===== config.mk =====
export PLATFORM = sky130hd
export DESIGN_NAME = calc_op_sequencer
export DESIGN_NICKNAME = d
export VERILOG_FILES = /design/src/rtl/calc_op_sequencer.sv
export SDC_FILE = /design/constraint.sdc
export NUM_CORES = 1
export LEC_CHECK = 0
export CAP_MARGIN = 10
export CORE_MARGIN = 2
export CORE_UTILIZATION = 39
export CTS_CLUSTER_DIAMETER = 60
export CTS_CLUSTER_SIZE = 10
export DETAILED_ROUTE_END_ITERATION = 6
export PLACE_DENSITY = 0.76
export SLEW_MARGIN = 0
export SYNTH_ARGS = -nofsm -noshare
export SYNTH_HDL_FRONTEND = slang
export SYNTH_SLANG_ARGS = --single-unit

===== constraint.sdc =====
create_clock -name clk -period 5.7 [get_ports clk]
set_input_delay 1.71 -clock clk [delete_from_list [all_inputs] [get_ports clk]]
set_output_delay 1.71 -clock clk [all_outputs]
set_load 0.05 [all_outputs]

===== src/rtl/calc_op_sequencer.sv =====
// calc_op_sequencer: fetch/launch/wait/write-back controller for the calculator datapath.
// Optional overflow trap enabled by defining CALC_SEQ_OVF_TRAP_EN.
module calc_op_sequencer #(
  parameter int DATA_W  = 32,
  parameter int ADDR_W  = 8,
  parameter int OP_W    = 3,
  parameter int TIMEOUT = 255
) (
  input  logic              clk,
  input  logic              rst,
  input  logic              start,
  input  logic [OP_W-1:0]   op,
  input  logic              use_ram,
  input  logic              src_sel,
  input  logic [ADDR_W-1:0] rd_addr,
  input  logic              wb_en,
  input  logic [ADDR_W-1:0] wb_addr,
  input  logic [DATA_W-1:0] ram_rdata,
  input  logic              alu_done,
  input  logic [DATA_W-1:0] alu_result,
  input  logic              alu_ovf,
  output logic [ADDR_W-1:0] ram_addr,
  output logic              ram_we,
  output logic [DATA_W-1:0] ram_wdata,
  output logic [DATA_W-1:0] num_ram,
  output logic              rd,
  output logic              sw,
  output logic [OP_W-1:0]   alu_op,
  output logic              alu_start,
  output logic              busy,
  output logic              done,
  output logic              error,
  output logic [DATA_W-1:0] result
);
  localparam int CW = $clog2(TIMEOUT + 1);
  typedef enum logic [2:0] {S_IDLE, S_FETCH, S_LATCH, S_EXEC, S_WAIT, S_WB, S_DONE} state_t;
  state_t            r_state, w_nxt;
  logic [OP_W-1:0]   r_op, w_op;
  logic              r_use, r_src, r_wb_en, w_use, w_src, w_acc, w_to, w_trap, w_mid;
  logic [ADDR_W-1:0] r_wb_addr;
  logic [CW-1:0]     r_cnt;
  // Outputs are registered from the next state, so w_* carry the values latched on accept.
  always_comb begin
    w_acc = r_state == S_IDLE && start;
    w_op  = w_acc ? op : r_op;
    w_use = w_acc ? use_ram : r_use;
    w_src = w_acc ? src_sel : r_src;
    w_to  = r_cnt == CW'(TIMEOUT);
`ifdef CALC_SEQ_OVF_TRAP_EN
    w_trap = alu_ovf;
`else
    w_trap = alu_ovf & 1'b0;
`endif
    w_nxt = S_IDLE;
    case (r_state)
      S_IDLE:  w_nxt = start ? (use_ram ? S_FETCH : S_EXEC) : S_IDLE;
      S_FETCH: w_nxt = S_LATCH;
      S_LATCH: w_nxt = S_EXEC;
      S_EXEC:  w_nxt = S_WAIT;
      S_WAIT:  w_nxt = alu_done ? (r_wb_en && !w_trap ? S_WB : S_DONE) : (w_to ? S_DONE : S_WAIT);
      S_WB:    w_nxt = S_DONE;
      default: w_nxt = S_IDLE;
    endcase
    w_mid = w_nxt inside {S_FETCH, S_LATCH, S_EXEC, S_WAIT};
  end
  always_ff @(posedge clk or posedge rst) begin
    if (rst) begin
      r_state   <= S_IDLE;
      r_op      <= '0;
      r_use     <= 1'b0;
      r_src     <= 1'b0;
      r_wb_en   <= 1'b0;
      r_wb_addr <= '0;
      r_cnt     <= '0;
      ram_addr  <= '0;
      ram_we    <= 1'b0;
      ram_wdata <= '0;
      num_ram   <= '0;
      rd        <= 1'b0;
      sw        <= 1'b0;
      alu_op    <= '0;
      alu_start <= 1'b0;
      busy      <= 1'b0;
      done      <= 1'b0;
      error     <= 1'b0;
      result    <= '0;
    end else begin
      r_state <= w_nxt;
      r_cnt   <= r_state == S_WAIT ? r_cnt + 1'b1 : '0;
      if (w_acc) begin
        r_op      <= op;
        r_use     <= use_ram;
        r_src     <= src_sel;
        r_wb_en   <= wb_en;
        r_wb_addr <= wb_addr;
        error     <= 1'b0;
      end
      if (r_state == S_LATCH) num_ram <= ram_rdata;
      if (r_state == S_WAIT && alu_done) result <= alu_result;
      if (r_state == S_WAIT && (alu_done ? w_trap : w_to)) error <= 1'b1;
      ram_addr  <= w_nxt == S_FETCH ? rd_addr : (w_nxt == S_WB ? r_wb_addr : '0);
      ram_we    <= w_nxt == S_WB;
      ram_wdata <= w_nxt == S_WB ? alu_result : '0;
      rd        <= w_mid && w_use;
      sw        <= w_mid && w_src;
      alu_op    <= (w_nxt == S_EXEC || w_nxt == S_WAIT) ? w_op : '0;
      alu_start <= w_nxt == S_EXEC;
      busy      <= w_nxt != S_IDLE;
      done      <= w_nxt == S_DONE;
    end
  end
endmodule


======== Yosys cells after proc, flatten, opt, wreduce, memory -nomap -nowiden ========
Cells that the tools add are included.
storage, ports and cells
  register bits ........................... 139
  output and inout port bits .............. 114
  input port bits ......................... 91
operators by class
  equality and inequality tests ........... 12
  reductions and logical operators ........ 10
  $add $sub $neg .......................... 1
  mux-type cells .......................... 17
operators by type and width
  kind                 count
  $mux 32              1
  $mux 8               3
  $pmux 3 s6           1
  $eq 3x3->1 const B   5
  $eq 3x2->1 const B   4
  $mux 2               5
  $add 8x1->8 const B  1
  $eq 8x8->1 const B   1
  $eq 3x1->1 const B   2
  $mux 3               2
  $logic_and 1x1->1    5
  $mux 1               5
  $reduce_bool 4->1    1
  $logic_not 3->1      1
  $reduce_bool 3->1    1
  $reduce_bool 2->1    1
  $logic_or 1x1->1     1

======== Depth between registers and ports, before layout ========
Gate-level depths: netlist of run 1.
  depth after elaboration ................. 7
  mapped depth ............................ 6
  depth with buffers taken out ............ 5

======== Worst setup path before layout of run 1 ========
OpenSTA, ideal clock, no wires.
  kind .................................... input to register
  from .................................... in alu_done
  to ...................................... reg result[0]
  library setup time ...................... 125 ps
  path buffers ............................ 1
  arrival ................................. 2871 ps
  path slack .............................. 2704 ps
  data required time ...................... 5575 ps
  cell stages on the path ................. 4
  cells stage by stage .................... nand2_1 -> nor3_1 -> clkbuf_1 -> mux2_2
on the way
  word-level cells in the longest chain between the ends .. 1
ends and longest elaborated chain
  element                 RTL line  source
  start: declaration      19        input logic alu_done,
  $logic_and 1x1->1       99        if (r_state == S_WAIT && alu_done) result <= alu_result;
  end signal: assignment  99
  end: declaration        33        output logic [DATA_W-1:0] result
Every way passes these cells.
A chain may end at the register's enable or synchronous reset.

======== Worst setup path after layout of run 1 ========
  from .................................... reg num_ram[23]
  to ...................................... out num_ram[23]
RTL lines
  element                   RTL line  source
  start: declaration        25        output logic [DATA_W-1:0] num_ram,
  start signal: assignment  98        if (r_state == S_LATCH) num_ram <= ram_rdata;
No word-level cell between the ends.

==> results of run 1 <==
[where the power goes]
part | internal, mW | leakage (nW) | switching [mW]
registers | 1.32 | 1.77 | 0.180
clock network | 0.821 | 0.325 | 0.402
logic | 0.856 | 1.35 | 1.35
total | 3.00 | 3.44 | 1.93
[layer usage]
metal  up-vias  wire (um)  global-route usage, %
li1       1572          -                      -
met1      1695       4730                   20.5
met2       164       6030                   30.5
met3        18       1230                   8.40
met4         0        228                   8.81
met5         -          0                      0
[cell usage after synthesis, types with 2 or more instances]
library cell,count,area share [%]
nor2_1,12,0.88
buf_2,4,0.39
nor2b_1,2,0.25
nand3_1,4,0.39
dfrtp_1,139,68
a21boi_0,4,0.59
a21boi_1,2,0.29
buf_1,3,0.22
a22o_1,8,1.4
mux2_2,77,17
nand2_1,6,0.44
inv_1,5,0.37
xor2_1,3,0.52
clkbuf_1,8,0.59
o21ai_0,3,0.29
and2_1,34,4.2
nand2b_1,3,0.37
nor4_1,2,0.25
xnor2_1,2,0.34
[registers in the layout (all words and copies together), names as in the netlist, 3 cells and up]
name       cells
ram_addr       8
ram_wdata     32
r_cnt          8
r_op           3
alu_op         3
r_wb_addr      8
result        32
r_state        3
num_ram       32
[how the worst max path moves through the flow]
stage	startpoint	slack, ns	cells after the start	endpoint
6_report	num_ram[23]	2.39	1	num_ram[23]
5_1_grt	result[8]	2.33	1	result[8]
4_1_cts	num_ram[23]	2.34	1	num_ram[23]
3_5_place_dp	start	2.15	5	ram_addr[2]
3_3_place_gp	start	2.21	5	ram_addr[2]
2_1_floorplan	rst	0.27	1	alu_op[0]
[layout make-up]
| cell class | count | area [um^2] |
|---|---|---|
| inverters | 5 | 23.8 |
| flip-flops and latches | 139 | 3480 |
| multi-input cells | 177 | 1540 |
| well taps | 172 | 215 |
| clock inverters | 11 | 189 |
| repair buffers | 209 | 2080 |
| fillers | 1000 | 4670 |
| clock buffers | 21 | 480 |
[kinds of logic (layout without fill, tap and decap cells)]
logic type,count (synthesis),after routing,synth area share (%)
AOI/OAI and AO/OA,23,23,3.51
xor gates and xnor gates,5,5,0.860
adders and majority gates,1,1,0.246
buffers and inverters,22,246,1.94
DFF,139,139,68.3
muxes,78,78,17.2
and+or+nand+nor,70,70,7.96
[through the flow]
stage	worst slack, ns	std cells	hold WS, ns	util, %	cell area, um^2
detailed placement	2.15	702	0.477	57.9	7330
finish	2.39	734	0.482	63.1	8000
global route	2.33	734	0.507	63.1	8000
global placement	2.21	702	0.460	57.9	7330
CTS	2.34	734	0.485	63.1	8000
floorplan	0.265	338	0.448	-	5090
==> results by group, run 1 <==
Status
  – Outcome: completed

Worst setup path
  – Reg-to-Reg Start: r_state[1]
  – Worst R2R Path Depth: 4
  – Crit path max fanout: 2
  – Buf+Inv Stages, Crit Path: 1
  – FF-to-FF setup slack: 3.57 ns
  – Crit path max-delay cell type: clkdlybuf4s50_1
  – Crit-path max cell delay: 0.81 ns
  – Critical Path AT: 1.60 ns
  – Worst EP required: 3.99 ns
  – Capturing point of the worst reg2reg path: alu_op[0]
  – Critical path start-end classification: reg2out
  – Gate family responsible for the most delay along the worst path: buffers and inverters
  – Crit-path cells: clkdlybuf4s50_1
  – Startpoint Class: register
  – CP Capture Type: primary output

Timing
  – Final period util: 58.1%
  – Setup TNS: 0 ns
  – Final Max Slew Viols: 0
  – Final hold vios: 0
  – Setup Viol. Count Final: 0
  – Crit path time final: 3.31 ns
  – RSZ-0062 raised after global routing: no
  – Pin slew with the least headroom to its limit: slightly below 0.7 ns
  – Max_slew headroom: 54.5%
  – Highest clock rate: just over 300 MHz
  – Worst Skew: 0.00460 ns

Synthesis
  – Cells after Synth: 338
  – Post-synth ARST share: 100%
  – Post-synth cell types: 36
  – Cell area after synthesis: a little over 5000 um^2
  – Post-synthesis net count: 430
  – Synth Warn #: 0
  – Sequential share of the synthesized area: 68.3%
  – Ys flop type: dfrtp_1
  – Post-synth EDFFs: 0
  – Syn avg cell area: 15.1 um^2
  – Yosys reg bits: approximately 140

Place
  – # port buffers: slightly above 200
  – Final RePlAce weighted congestion: 0.770
  – Final HPWL DP: about 8700 um

Hold path
  – Hold Path Depth: 1
  – Hold endpoint: r_cnt[0]
  – Hold Path Class: reg2reg
  – Worst min-delay path startpoint: r_cnt[0]

Floorplanning
  – Site Rows: between 40 and 50
  – DIE AREA: around 14000 um^2
  – Core area: 12700 um^2
  – Die H: approximately 120 um
  – Ports: 205
  – Die Span X: 118 um
  – Starting Density: around two fifths

Finish
  – N_diodes: 0
  – Layout Nets: 641
  – Most frequent cells in the layout: clkdlybuf4s50_1 (203), dfrtp_1 (139), mux2_2 (77)
  – Commonest non-fill, non-tap cell in the layout: clkdlybuf4s50_1
  – P&R area growth vs syn: 57.0%
  – Layout cells sized above 1: 21.7%

Detailed routing
  – Vias per cell: around 4.7
  – Iteration-0 DRC Markers: between 150 and 200
  – Detail Route Antenna Nets: 0
  – 1st-pass router iterations: 4
  – Final wirelength: 12200 um
  – WL/cell: about 17 um
  – Vias: 3449
  – Residual DRC count: 0

Clocking
  – CTS Buf Count: 17
  – Clk_lat worst skew: between 0.4 and 0.5 ns
  – Cts hold-fix bufs: 0
  – Clk buf depth: 2
  – Clk Tree Root Cell: clkbuf_16
  – Reg clk slew, reported paths: 0.05 ns
  – H-Tree Depth: 4
  – TritonCTS clock tree: yes
  – Resize count post-CTS: 0
  – # Post-CTS Setup Buffers: 0
  – Clock sink count: 139

Flow run
  – Max_cap viols: 0

Global routing
  – Largest net degree at the start of global routing: 79
  – Grt total ovfl: 0
  – Initial antenna violation count: 0
  – GRT Util Overall: 18.6%
  – First-pass GRT wire length: between 15000 and 20000 um
  – Vias in the first global route: between 3000 and 4000

Pwr
  – Total power: 4.93 mW
  – PD cells: about 620 nW/um^2
  – Peak VDD IR: 0.372 mV
  – Pleak: 3.44 nW
Note: power is estimated with default switching activity, not from simulation.
==> run 2, diff against run 1 <==
- CORE_UTILIZATION: 39 -> 43
- PLACE_DENSITY: 0.76 -> 0.8
- clock period: 5.7 -> 3.32 ns (I/O delays scaled with it)
==> run 2 against run 1 <==
Clock-buffer cell count stayed put. Sequential cell count unchanged. Cell count is 3.8% lower. Critical path depth unchanged. Non-clock buffer count grew 1. Clock skew is 0.0035 ns higher. Clock power up 50%. Die area decreased by 9.0%. First-iteration DRC count fell by 35%.
==> results by group, run 2 (synthesis results as in run 1) <==
Finish
  – Cell Count, Final, Fillers Out: 706 (-3.8%)
  – Footprint of the multi-input gates: 1540 um^2 (unchanged)
  – Most frequent cells in the layout: clkdlybuf4s50_1 (203), dfrtp_1 (139), mux2_2 (77)
  – Fillcell total: 806 (-19%)
  – Commonest non-fill, non-tap cell in the layout: clkdlybuf4s50_1
  – Top Registers: num_ram: 32 flops, ram_wdata: 32 flops, result: 32 flops
  – Post-route cell area: 7890 um^2 (-1.3%)
  – P&R area growth vs syn: 54.9%
  – Util after Layout: 68.8% (+5.7 points)
  – N_diodes: 0 (unchanged)
  – FF+latch area: 3480 um^2 (unchanged)
  – Layout cells sized above 1: 21.5% (-0.22 points)
  – Layout Nets: 642 (+0.16%)

Worst setup path
  – Crit-path max cell delay: 0.82 ns (about the same)
  – CP Capture Type: primary output
  – Startpoint Class: register
  – Gate family responsible for the most delay along the worst path: buffers and inverters
  – Critical Path AT: 1.59 ns (about the same)
  – Worst EP required: 2.32 ns (-1.67 ns)
  – Crit path max fanout: 2 (unchanged)
  – Buf+Inv Stages, Crit Path: 1 (unchanged)
  – Crit path max-delay cell type: clkdlybuf4s50_1
  – Crit-path cells: clkdlybuf4s50_1
  – Critical path start-end classification: reg2out

Clocking
  – Reg clk slew, reported paths: 0.06 ns (about the same)
  – Cts hold-fix bufs: 0 (unchanged)
  – Resize count post-CTS: 0 (unchanged)
  – Clock sink count: 139 (unchanged)
  – CTS Buf Count: 17 (unchanged)
  – Clk Tree Root Cell: clkbuf_16
  – Clk_lat worst skew: 0.41 ns (about the same)
  – # Post-CTS Setup Buffers: 0 (unchanged)
  – H-Tree Depth: 4 (unchanged)
  – TritonCTS clock tree: yes
  – Clk buf depth: 2 (unchanged)

Detailed routing
  – Final wirelength: 11800 um (-3.5%)
  – Vias per cell: 4.78 (+1.6%)
  – Vias: 3372 (-2.2%)
  – Residual DRC count: 0 (unchanged)
  – Iteration-0 DRC Markers: 107 (-35%)
  – Detail Route Antenna Nets: 0 (unchanged)
  – WL/cell: 16.7 um (+0.28%)
  – 1st-pass router iterations: 4 (unchanged)

Timing
  – Highest clock rate: 387 MHz
  – RSZ-0062 raised after global routing: no
  – Max_slew headroom: 47.9% (-6.6 points)
  – Worst Skew: 0.00813 ns (+0.00353 ns)
  – Final hold vios: 0 (unchanged)
  – Crit path time final: 2.59 ns
  – Pin slew with the least headroom to its limit: 0.781 ns (+0.0990 ns)
  – Final period util: between 70% and 80%
  – Setup TNS: 0 ns (unchanged)
  – Setup Viol. Count Final: 0 (unchanged)
  – Final Max Slew Viols: 0 (unchanged)

Status
  – Outcome: completed

Floorplanning
  – Core area: 11500 um^2 (-9.5%)
  – DIE AREA: 12700 um^2 (-9.0%)
  – Die Span X: 113 um (-4.6%)
  – Die H: 113 um (-4.6%)
  – Site Rows: 39 (-4.9%)
  – Starting Density: 44.4% (+4.2 points)
  – Ports: 205 (unchanged)

Global routing
  – Grt total ovfl: 0 (unchanged)
  – Largest net degree at the start of global routing: 140 (+77%)
  – Initial antenna violation count: 0 (unchanged)
  – First-pass GRT wire length: 19100 um (-3.6%)
  – Vias in the first global route: 3718 (-0.48%)
  – GRT Util Overall: 19.4% (+0.81 points)

Pwr
  – PD cells: 1040 nW/um^2 (+69%)
  – Pleak: 3.40 nW (-1.3%)
  – Peak VDD IR: 0.808 mV (+120%)
  – Total power: 8.20 mW (+66%)

Place
  – Final HPWL DP: 8400 um (-3.3%)
  – Post-DP Area: 7310 um^2 (-0.24%)
  – # port buffers: 203 (unchanged)
  – Final RePlAce weighted congestion: 0.754 (-2.0%)
  – Placed Cells: 674 (-4.0%)

Hold path
  – Hold Path Class: reg2reg

Flow run
  – Max_cap viols: 0 (unchanged)
run 2: cell types whose count changed in the layout (fill, tap and decap cells not counted), sizes merged:
cell	previous run	this run
buf	6	7
bufinv	5	2
clkinvlp	2	5
run 2: final timing paths:
check,from,depth (start not counted),endpoint,slack (ns)
worst max register to register,r_state[1],4,alu_op[1],1.20
worst min-delay path,r_wb_addr[4],1,ram_addr[4],0.49
min in group asynchronous,rst,3,num_ram[8],1.10
worst min register to register,r_wb_addr[4],1,ram_addr[4],0.49
max in group asynchronous,rst,3,r_src,1.59
worst max-delay path,result[22],1,result[22],0.73
run 2: per-layer routing:
| metal | vias to the layer above | routed length (um) | share of wire, % | GRT usage, % |
|---|---|---|---|---|
| met5 | - | 0 | 0 | 0 |
| li1 | 1571 | - | - | - |
| met3 | 16 | 1260 | 11 | 9.27 |
| met1 | 1635 | 4540 | 39 | 22.1 |
| met4 | 0 | 190 | 1.6 | 7.07 |
| met2 | 150 | 5800 | 49 | 31.9 |
run 2: power breakdown:
part,switching [mW],leakage [nW],internal (mW)
Combinational,2.31,1.36,1.47
Clock,0.689,0.275,1.14
Sequential,0.310,1.77,2.27
run 2: final cells by class:
cell class                 instances  share of cell area (%)
sequential                       139                    44.1
timing repair buffer             210                    26.6
multi-input combinational        177                    19.5
clock buffer                      21                    5.83
tap                              143                    2.27
clock inverter                    11                    1.51
inverter                           5                   0.285
run 2: metrics by stage:
step	setup slack [ns]	hold slack, ns
floorplan	0.589	0.448
global placement	0.550	0.464
detailed placement	0.494	0.485
CTS	0.714	0.498
global route	0.690	0.517
finish	0.733	0.493
==> run 3, diff against run 2 <==
- clock period: 3.32 -> 2.6 ns (I/O delays scaled with it)
==> run 3 against run 2 <==
Clock power rose by 28%. Routed wire length rose by 1.1%. Die area did not move. Critical endpoint is now result[16]. Critical path depth did not move. Largest cell class unchanged. Sequential share of layout area fell by 0.21 points. Clock skew fell by 0.0029 ns. Utilization rose by 0.33 points. Sequential cell count did not move. First-iteration DRC count rose by 52%. Non-clock buffer count rose by 1. Via count rose by 1.8%. Register-to-register slack got worse by 0.72 ns.
==> results by group, run 3 (synthesis results as in run 1) <==
Place
  – Final HPWL DP: 8760 um (+4.3%)
  – Final RePlAce weighted congestion: 0.761 (+0.97%)
  – # port buffers: 203 (unchanged)
  – Post-DP Area: 7350 um^2 (+0.44%)

Timing
  – Highest clock rate: 420 MHz
  – WHS: 0.481 ns (-0.0128 ns)
  – Final Max Slew Viols: 0 (unchanged)
  – Max_slew headroom: 63.9% (+16 points)
  – Worst Skew: 0.00527 ns (-0.00286 ns)
  – Setup TNS: 0 ns (unchanged)
  – Setup Viol. Count Final: 0 (unchanged)
  – Final period util: about nine tenths
  – Pin slew with the least headroom to its limit: 0.540 ns (-0.241 ns)
  – RSZ-0062 raised after global routing: no
  – Final hold vios: 0 (unchanged)
  – Crit path time final: 2.38 ns

Finish
  – Commonest non-fill, non-tap cell in the layout: clkdlybuf4s50_1
  – Post-route cell area: 7930 um^2 (+0.48%)
  – P&R area growth vs syn: 55.7%
  – Most frequent cells in the layout: clkdlybuf4s50_1 (203), dfrtp_1 (139), mux2_2 (77)
  – Util after Layout: 69.2% (+0.33 points)
  – Layout cells sized above 1: 21.1% (-0.39 points)
  – N_diodes: 0 (unchanged)
  – Layout Nets: 643 (+0.16%)
  – Top Registers: num_ram: 32 flops, ram_wdata: 32 flops, result: 32 flops

Pwr
  – Peak VDD IR: 1.13 mV (+40%)
  – PD cells: 1330 nW/um^2 (+28%)
  – Total power: 10.5 mW (+28%)
  – Clock share of power: 22.3% (about the same)
  – Seq pwr share: 31.5% (about the same)
  – Pleak: 3.42 nW (+0.51%)
  – Gate power share: 46.2% (about the same)
  – Sw frac: 40.0% (-0.39 points)
  – P_int: 6.31 mW (+29%)
  – Switch Pwr: 4.20 mW (+27%)

Clocking
  – CTS Buf Count: 17 (unchanged)
  – Cts hold-fix bufs: 0 (unchanged)
  – H-Tree Depth: 4 (unchanged)
  – Clock sink count: 139 (unchanged)
  – Clk Tree Root Cell: clkbuf_16
  – Clk_lat worst skew: 0.41 ns (about the same)
  – Clk buf depth: 2 (unchanged)
  – TritonCTS clock tree: yes
  – Resize count post-CTS: 0 (unchanged)
  – # Post-CTS Setup Buffers: 0 (unchanged)
  – Reg clk slew, reported paths: 0.05 ns (about the same)

Worst setup path
  – Critical Path AT: 1.60 ns (about the same)
  – Crit-path cells: clkdlybuf4s50_1
  – Buf+Inv Stages, Crit Path: 1 (unchanged)
  – Critical path start-end classification: reg2out
  – Crit path max-delay cell type: clkdlybuf4s50_1
  – Crit path max fanout: 2 (unchanged)
  – CP Capture Type: primary output
  – Gate family responsible for the most delay along the worst path: buffers and inverters
  – Startpoint Class: register
  – Worst EP required: 1.82 ns (-0.50 ns)
  – Crit-path max cell delay: 0.82 ns (about the same)

Floorplanning
  – Core area: 11500 um^2 (unchanged)
  – Die H: 113 um (unchanged)
  – Die Span X: 113 um (unchanged)
  – Starting Density: 44.4% (unchanged)
  – DIE AREA: 12700 um^2 (unchanged)
  – Site Rows: 39 (unchanged)
  – Ports: 205 (unchanged)

Global routing
  – First-pass GRT wire length: 19200 um (+0.40%)
  – GRT Util Overall: 19.7% (+0.33 points)
  – Largest net degree at the start of global routing: 72 (-49%)
  – Vias in the first global route: 3731 (+0.35%)
  – Initial antenna violation count: 0 (unchanged)
  – Grt total ovfl: 0 (unchanged)

Detailed routing
  – Vias per cell: 4.86 (+1.7%)
  – Residual DRC count: 0 (unchanged)
  – WL/cell: 16.9 um (+0.99%)
  – Vias: 3434 (+1.8%)
  – Final wirelength: 11900 um (+1.1%)
  – 1st-pass router iterations: 5 (+1)
  – Iteration-0 DRC Markers: 163 (+52%)
  – Detail Route Antenna Nets: 0 (unchanged)

Flow run
  – Max_cap viols: 0 (unchanged)

Hold path
  – Hold Path Class: reg2reg

Status
  – Outcome: completed
-- run 3: per-stage QoR --
step,setup WS [ns],cells
2_1_floorplan,0.0849,338
3_3_place_gp,0.216,675
3_5_place_dp,0.150,675
4_1_cts,0.198,707
5_1_grt,0.173,707
6_report,0.221,707
-- run 3: area by class of cell --
class,instances,area [um^2]
multi-input cells,177,1540
clock buffers,26,499
repair buffers,211,2130
fillers,824,3540
well taps,143,179
clock inverters,6,85.1
flip-flops and latches,139,3480
inverters,5,22.5
-- run 3: per-layer routing --
layer | up-vias | part of all wire [%] | GRT usage (%)
met5 | - | 0 | 0
met4 | 0 | 2.1 | 8.37
met3 | 21 | 11 | 9.21
met2 | 152 | 49 | 32.9
met1 | 1678 | 38 | 21.6
li1 | 1583 | - | -
-- run 3: path summary, 6_finish.rpt --
kind / start / end / slack [ns] / depth (start not counted)
setup / recovery: result[16] / result[16] / 0.22 / 1
min in group asynchronous: rst / num_ram[22] / 0.87 / 3
hold reg to reg: r_cnt[0] / r_cnt[0] / 0.48 / 1
hold / removal: r_cnt[0] / r_cnt[0] / 0.48 / 1
setup reg to reg: r_state[0] / alu_op[2] / 0.48 / 4
max in group asynchronous: rst / ram_wdata[14] / 1.42 / 3
-- run 3: power by group through the flow --
stage	clock network, mW	logic (mW)	registers (mW)
after CTS	2.41	4.91	3.33
after global placement	0	4.81	3.30
after detailed placement	0	4.90	3.36
after floorplan	0	1.23	5.33
after global routing	2.50	5.07	3.42
final	2.34	4.85	3.32
